File: config.mk
export PLATFORM = sky130hd
export DESIGN_NAME = int_ctrl
export DESIGN_NICKNAME = d
export VERILOG_FILES = /design/src/rtl/int_ctrl.sv
export SDC_FILE = /design/constraint.sdc
export NUM_CORES = 1
export LEC_CHECK = 0
export CORE_MARGIN = 3
export CORE_UTILIZATION = 42
export CTS_CLUSTER_DIAMETER = 200
export DETAILED_ROUTE_END_ITERATION = 6
export GPL_TIMING_DRIVEN = 0
export PLACE_DENSITY = 0.84
export REMOVE_ABC_BUFFERS = 1
export SETUP_SLACK_MARGIN = 0.05
export SKIP_CTS_REPAIR_TIMING = 1
export SLEW_MARGIN = 20
export SYNTH_ARGS = -nofsm -noshare
export SYNTH_HDL_FRONTEND = slang
export SYNTH_SLANG_ARGS = --single-unit
export TNS_END_PERCENT = 50
File: constraint.sdc
create_clock -name clock -period 1.4 [get_ports clock]
set_input_delay 0.14 -clock clock [delete_from_list [all_inputs] [get_ports clock]]
set_output_delay 0.14 -clock clock [all_outputs]
set_load 0.01 [all_outputs]
File: src/rtl/int_ctrl.sv
// Multi-source interrupt controller: edge-detected, maskable, fixed-priority
// dispatch to the cpu with a memory-mapped register block and EOI handshake.
module int_ctrl #(
   parameter int         NUM_SRC   = 4,
   parameter logic [7:0] ADDR_VEC  = 8'd250,
   parameter logic [7:0] ADDR_RET  = 8'd251,
   parameter logic [7:0] ADDR_MASK = 8'd249,
   parameter logic [7:0] ADDR_STAT = 8'd248,
   parameter logic [7:0] ADDR_EOI  = 8'd247
) (
   input  logic               clock,
   input  logic               reset,
   input  logic [NUM_SRC-1:0] irq_src,
   input  logic [7:0]         addr,
   input  logic [7:0]         w_data,
   input  logic               w_en,
   output logic [7:0]         r_data,
   output logic               r_hit,
   input  logic [7:0]         cpu_ret_addr,
   output logic               int_req,
   output logic [7:0]         int_en,
   output logic [7:0]         int_vec
);

   typedef enum logic {IDLE, SERVICE} state_t;

   state_t             state_q, state_d;
   logic [NUM_SRC-1:0] prev_q, prev_d;
   logic [NUM_SRC-1:0] pend_q, pend_d;
   logic [7:0]         vec_q, vec_d;
   logic [7:0]         ret_q, ret_d;
   logic [7:0]         mask_q, mask_d;
   logic               act_valid_q, act_valid_d;
   logic [2:0]         act_id_q, act_id_d;

   logic [NUM_SRC-1:0] rise, elig, win_oh, w1c, clr;
   logic [2:0]         win_id;
   logic               dispatch;
   logic [3:0]         pend4;

   generate
      if (NUM_SRC >= 4) begin : g_stat_wide
         assign pend4 = pend_q[3:0];
      end else begin : g_stat_narrow
         assign pend4 = {{(4-NUM_SRC){1'b0}}, pend_q};
      end
   endgenerate

   always_comb begin
      rise = irq_src & ~prev_q;
      elig = mask_q[7] ? (pend_q & mask_q[NUM_SRC-1:0]) : '0;
      win_oh = '0;
      win_id = '0;
      // Scan high to low so the lowest eligible index is left standing.
      for (int i = NUM_SRC - 1; i >= 0; i--) begin
         if (elig[i]) begin
            win_oh    = '0;
            win_oh[i] = 1'b1;
            win_id    = 3'(i);
         end
      end
      dispatch = (state_q == IDLE) && (elig != '0);

      w1c    = (w_en && addr == ADDR_STAT) ? w_data[NUM_SRC-1:0] : '0;
      clr    = w1c | (dispatch ? win_oh : '0);
      pend_d = (pend_q & ~clr) | rise;
      prev_d = irq_src;

      vec_d  = (w_en && addr == ADDR_VEC)  ? w_data : vec_q;
      mask_d = (w_en && addr == ADDR_MASK) ? w_data : mask_q;

      state_d     = state_q;
      ret_d       = ret_q;
      act_valid_d = act_valid_q;
      act_id_d    = act_id_q;
      if (state_q == IDLE) begin
         if (dispatch) begin
            state_d     = SERVICE;
            ret_d       = cpu_ret_addr;
            act_valid_d = 1'b1;
            act_id_d    = win_id;
         end
      end else if (w_en && addr == ADDR_EOI) begin
         state_d     = IDLE;
         act_valid_d = 1'b0;
         act_id_d    = '0;
      end
   end

   always_ff @(posedge clock or posedge reset) begin
      if (reset) begin
         state_q     <= IDLE;
         prev_q      <= '0;
         pend_q      <= '0;
         vec_q       <= '0;
         ret_q       <= '0;
         mask_q      <= '0;
         act_valid_q <= 1'b0;
         act_id_q    <= '0;
      end else begin
         state_q     <= state_d;
         prev_q      <= prev_d;
         pend_q      <= pend_d;
         vec_q       <= vec_d;
         ret_q       <= ret_d;
         mask_q      <= mask_d;
         act_valid_q <= act_valid_d;
         act_id_q    <= act_id_d;
      end
   end

   assign int_req = dispatch;
   assign int_en  = {7'b0, state_q == IDLE};
   assign int_vec = vec_q;

   always_comb begin
      r_hit  = 1'b1;
      r_data = 8'h00;
      case (addr)
         ADDR_VEC:  r_data = vec_q;
         ADDR_RET:  r_data = ret_q;
         ADDR_MASK: r_data = mask_q;
         ADDR_STAT: r_data = {act_valid_q, act_id_q, pend4};
         ADDR_EOI:  r_data = 8'h00;
         default:   r_hit  = 1'b0;
      endcase
   end

endmodule
==> metrics.cfg, run 1 <==
[global_routing]
grt_pass1_vias=1373
use_met1=0.1986
antenna_found_initial=0
grt.total_usage=0.1592
grt_pass1_wl_microns=6410
grt_use_met2=0.2632
grt_overflow=0
grt_max_degree=37
met3_usage=0.04683
busiest_layer=met2

[clock_network]
tritoncts=done
cts_sinks=36
clk_path_buf_depth=2
h-tree-depth=2
cts_buffers=5
clkTransAtPathRegs_ps=80
root_buffer=clkbuf_8
worstSkewPairLatency_ps=290

[die]
coreArea_sq_mm=0.004173
die-width_microns=73.25
start_util=0.4552
row_count=23
io_pins=57
die_h_microns=73.25
die_area_sq_mm=0.005365

[critical_path]
crit_fanout=3
critical_path_required_ps=1260
worstSetupPathType=reg -> out
startpoint_type=flip-flop
crit_path_end_kind=primary output
cp.arrival_ps=1460

[synthesis]
syn-instance-count=148
synth_compound_area_frac=0.08103
synth_seq_area_share=0.4743
synth.area.mux_share=0.2292
synth-xor-area-share=0
synth_area_sq_mm=0.001899
synthArstFlopShare=1.000
yosys.area_share.simple=0.1245
synth-main-ff-cell=dfrtp_1
ys_top_cells_by_area=dfrtp_1 (47%), mux2_2 (13%), mux4_2 (8.3%), buf_4 (4.0%), inv_1 (3.2%)
syn_area_per_cell_sq_um=12.83
synth_cell_types=38
ys_ff_latch=36
yosysWarnings=0
synth_top_family_by_area=multiplexers
synth-edff-count=0
synth_fa_ha_area_frac=0
yosysTopAreaCell=dfrtp_1
synth_top_area_share=0.4743

[finish]
layout.nets=248
stdcell_area_sq_mm=0.002745
fin_util=0.6579
stdcell_count=268
multi_input_area_sq_um=952.2
drive_gt1_frac=0.4404
register_area_sq_um=902.1
synthToLayoutAreaGrowth_pct=44.53
n_fill_cell=299
antenna_cells=0

[sta]
rsz0062_at_grt=yes
tightest_slew_ps=753.6
maxSlewViolCount=0
tns_ps=-2433
hold_violations=0
fin_skew_ps=9.057
max_freq_ghz=0.6242
min_period_ps=1602
slew-limit-headroom=0.4969
setup_slack_ps=-202.1
setup_viol=20
finalCritPeriodShare=1.144

[detailed_routing]
wire_per_inst_microns=17.90
routed_via_density=5.552
wirelength_microns=4798
drc=0
first_pass_iters=4
ant_nets=0
first_iter_violations=88
vias=1488

[power]
internal-power_mw=1.961
power_density_mw_per_mm2=970.5
clkPwrFrac=0.286
sequentialPowerShare=0.493
peakVddDrop_mv=0.5458
combPwrFrac=0.221
leakagePower_nw=1.483
switching_share=0.2641
switchingPower_uw=703.5

[place]
dp_hpwl_microns=2986
port_buffers=49
gp_congestion=0.8196
detailedPlace.worstSlack_ps=-1102
post-place-cells=240
placed_cell_area_sq_mm=0.002366

[run]
max-cap-violations=0

[outcome]
violations=negative setup slack
status=finished, violations left

[worst_hold_path]
worstHoldPathType=in -> async

==> synth_stat cells, types with 2 or more instances <==
| master | number |
|---|---|
| a22oi_1 | 2 |
| and2_1 | 2 |
| and3_2 | 7 |
| buf_4 | 10 |
| buf_6 | 3 |
| dfrtp_1 | 36 |
| inv_1 | 16 |
| mux2_2 | 22 |
| mux2i_1 | 3 |
| mux4_2 | 7 |
| nand2_1 | 2 |
| nand2b_1 | 2 |
| nand4_4 | 2 |
| nor2b_1 | 2 |
| nor4_1 | 4 |
| o22ai_1 | 4 |
| o31ai_1 | 2 |
| o41ai_1 | 2 |
==> critical path: stages (launching register included) <==
cell	delay, ps
dfrtp_1	410
mux4_2	490
and3_4	170
buf_6	110
==> state kept, by name, summed over array words and instances (netlist names) <==
name / count
act_id_q: 2
mask_q: 8
pend4: 4
state_q: 1
prev_q: 4
ret_q: 8
act_valid_q: 1
int_vec: 8
==> layout make-up <==
class | count | area share
multi-input cells | 90 | 0.3469
inverters | 16 | 0.02188
clock inverters | 2 | 0.003646
clock buffers | 6 | 0.03008
well taps | 50 | 0.02279
flip-flops and latches | 36 | 0.3286
repair buffers | 68 | 0.2461
==> metrics by stage <==
step	total power, mW	hold slack, ps
2_1_floorplan	1.610	171.4
3_3_place_gp	1.821	413.8
3_5_place_dp	1.848	434.0
4_1_cts	2.606	317.1
5_1_grt	2.798	315.9
6_report	2.664	298.5
==> cell usage in the layout (no fill, tap or decap), types with 2 or more instances in the layout <==
cell type	n
nand4_4	2
and3_4	7
clkdlybuf4s50_1	21
mux4_2	7
o31ai_1	2
buf_6	12
buf_2	3
clkinv_2	2
conb_1	7
inv_1	15
mux2_2	20
dlymetal6s2s_1	16
clkbuf_2	2
buf_4	14
mux2i_1	3
nor4_1	4
and4_4	2
nand2b_4	2
o22ai_1	4
clkbuf_8	6
a22oi_2	3
nand2_1	2
mux2_4	2
dfrtp_1	35
==> logic make-up (layout without fill, tap and decap cells) <==
logic type / Yosys count / after routing
other: 1 / 7
AND/OR/NAND/NOR: 30 / 31
buffers and inverters: 29 / 92
AO/OA/AOI/OAI: 20 / 20
multiplexers: 32 / 32
flip-flops: 36 / 36
==> power by group through the flow <==
stage               combinational (mW)  sequential (mW)  clock, mW
finish                           0.589             1.31      0.762
global route                     0.642             1.33      0.822
CTS                              0.520             1.31      0.775
detailed placement               0.517             1.33          0
global placement                 0.503             1.32          0
floorplan                        0.313             1.30          0
==> final timing paths <==
kind | startpoint | endpoint | slack [ps] | cells after the start
worst min register to register | prev_q[1] | pend4[1] | 440 | 1
worst max-delay path | int_vec[4] | r_data[4] | -200 | 3
worst max register to register | pend4[3] | ret_q[4] | -180 | 6
worst min-delay path | reset | act_id_q[1] | 300 | 2
max in group asynchronous | reset | pend4[2] | 580 | 2
min in group clock | irq_src[1] | prev_q[1] | 330 | 1
==> layer usage <==
layer / vias to the layer above / wire [microns]
met4: 0 / 61
met1: 758 / 2070
li1: 670 / -
met2: 53 / 2370
met3: 7 / 295
met5: - / 0
Note: power is estimated with default switching activity, not from simulation.
==> run 2: changes to the inputs <==
ABC_CLOCK_PERIOD_IN_PS = 1400   (was not set)
SKIP_LAST_GASP = 1   (was not set)
==> metrics.cfg, run 2 (same netlist as run 1, synthesis figures left out) <==
[outcome]
status=finished, violations left
violations=negative setup slack

[power]
internal-power_mw=1.964
combPwrFrac=0.223
switching_share=0.2592
sequentialPowerShare=0.494
switchingPower_uw=687.5
clkPwrFrac=0.284
power.total_mw=2.652
leakagePower_nw=1.310
peakVddDrop_mv=0.5483
power_density_mw_per_mm2=980.3

[sta]
tightest_slew_ps=751.3
max_freq_ghz=0.6157
finalCritPeriodShare=1.160
slew-limit-headroom=0.4984
min_period_ps=1624
hold_violations=0
fin_skew_ps=4.415
rsz0062_at_grt=yes
setup_viol=23
maxSlewViolCount=0
setup_slack_ps=-224.2

[detailed_routing]
vias=1470
routed.top_layer=met4
first_pass_iters=4
first_iter_violations=83
routed_via_density=5.485
met2WireLength_microns=2338
drc=0
met1_length_microns=2057
ant_nets=0
wirelength_microns=4789
wl_met3_microns=346
wire_per_inst_microns=17.87

[clock_network]
worstSkewPairLatency_ps=290
cts_buffers=5
root_buffer=clkbuf_8
cts_sinks=36
clk_path_buf_depth=2
clkTransAtPathRegs_ps=70
tritoncts=done
h-tree-depth=2

[run]
max-cap-violations=0

[place]
gp_congestion=0.8196
dp_hpwl_microns=2986
port_buffers=49

[critical_path]
startpoint_type=flip-flop
critical_path_required_ps=1260
slowest_stage=mux4_2
cp.arrival_ps=1480
cp-startpoint=pend4[3]
max_stage_delay_ps=470
timing.rr.start=pend4[3]
r2r_setup_slack_ps=-210
crit_path_end_kind=primary output
worstSetupPathType=reg -> out
cp-endpoint=r_data[3]
reg2reg_to=ret_q[4]
crit_path_cell_trace=mux4_2 > and3_4 > buf_6
reg2regPathDepth=6
crit_fanout=4

[die]
start_util=0.4552
coreArea_sq_mm=0.004173
io_pins=57
die_h_microns=73.25
die_area_sq_mm=0.005365
die-width_microns=73.25
row_count=23

[finish]
register_area_sq_um=902.1
mostFrequentLayoutCell=dfrtp_1
synthToLayoutAreaGrowth_pct=42.42
fin_util=0.6483
layout.nets=248
n_fill_cell=312
drive_gt1_frac=0.4312
most-common-layout-cells=dfrtp_1 (35), clkdlybuf4s50_1 (31), mux2_2 (20), inv_1 (15), buf_4 (14)
antenna_cells=0
multi_input_area_sq_um=943.4

[global_routing]
antenna_found_initial=0
grt_pass1_wl_microns=6410
grt.total_usage=0.1592
grt_max_degree=37
grt_overflow=0
grt_pass1_vias=1373

[worst_hold_path]
worstHoldPathType=in -> async

run 2: worst min path at each step:
stage | startpoint | to | slack, ps | depth (start not counted)
final | reset | act_id_q[1] | 300 | 2
after global placement | prev_q[0] | pend4[0] | 410 | 1
after global routing | irq_src[1] | prev_q[1] | 320 | 1
after detailed placement | prev_q[1] | pend4[1] | 430 | 1
after CTS | reset | pend4[1] | 320 | 2
after floorplan | irq_src[0] | prev_q[0] | 170 | 0
run 2: layout make-up:
class	count	area share
clock inverter	2	0.003700
clock buffer	6	0.03053
multi-input combinational	90	0.3488
tap	50	0.02313
inverter	16	0.02220
timing repair buffer	68	0.2382
sequential	36	0.3335
run 2: metrics by stage:
stage               setup WS, ps  hold WS, ps  std cells  cell area (sq um)  setup TNS (ps)
finish                    -224.2        300.1        268               2705           -2946
detailed placement         -1102        434.0        240               2366          -27280
global placement           -1084        413.8        240               2366          -37620
global route              -259.7        315.8        268               2705           -4167
floorplan                 -130.3        171.4        141               1813           -1042
CTS                        -1105        317.1        248               2459          -20330
run 2: power by group through the flow:
stage | Combinational, mW | Clock (mW) | Sequential [mW]
finish | 0.591 | 0.753 | 1.31
global route | 0.645 | 0.821 | 1.33
CTS | 0.520 | 0.775 | 1.31
detailed placement | 0.517 | 0 | 1.33
global placement | 0.503 | 0 | 1.32
floorplan | 0.313 | 0 | 1.30
run 2: per-layer routing:
metal  vias to the layer above  GRT usage
met5                         -          0
met4                         0    0.05328
met3                         6    0.04683
met2                        57     0.2632
met1                       739     0.1986
li1                        668          -
run 2: critical path, delay by kind of cell, from the launching register on:
family	cells	cell delay, ps
mux	1	470
flops	1	430
simple gates	1	190
buf+inv	1	110
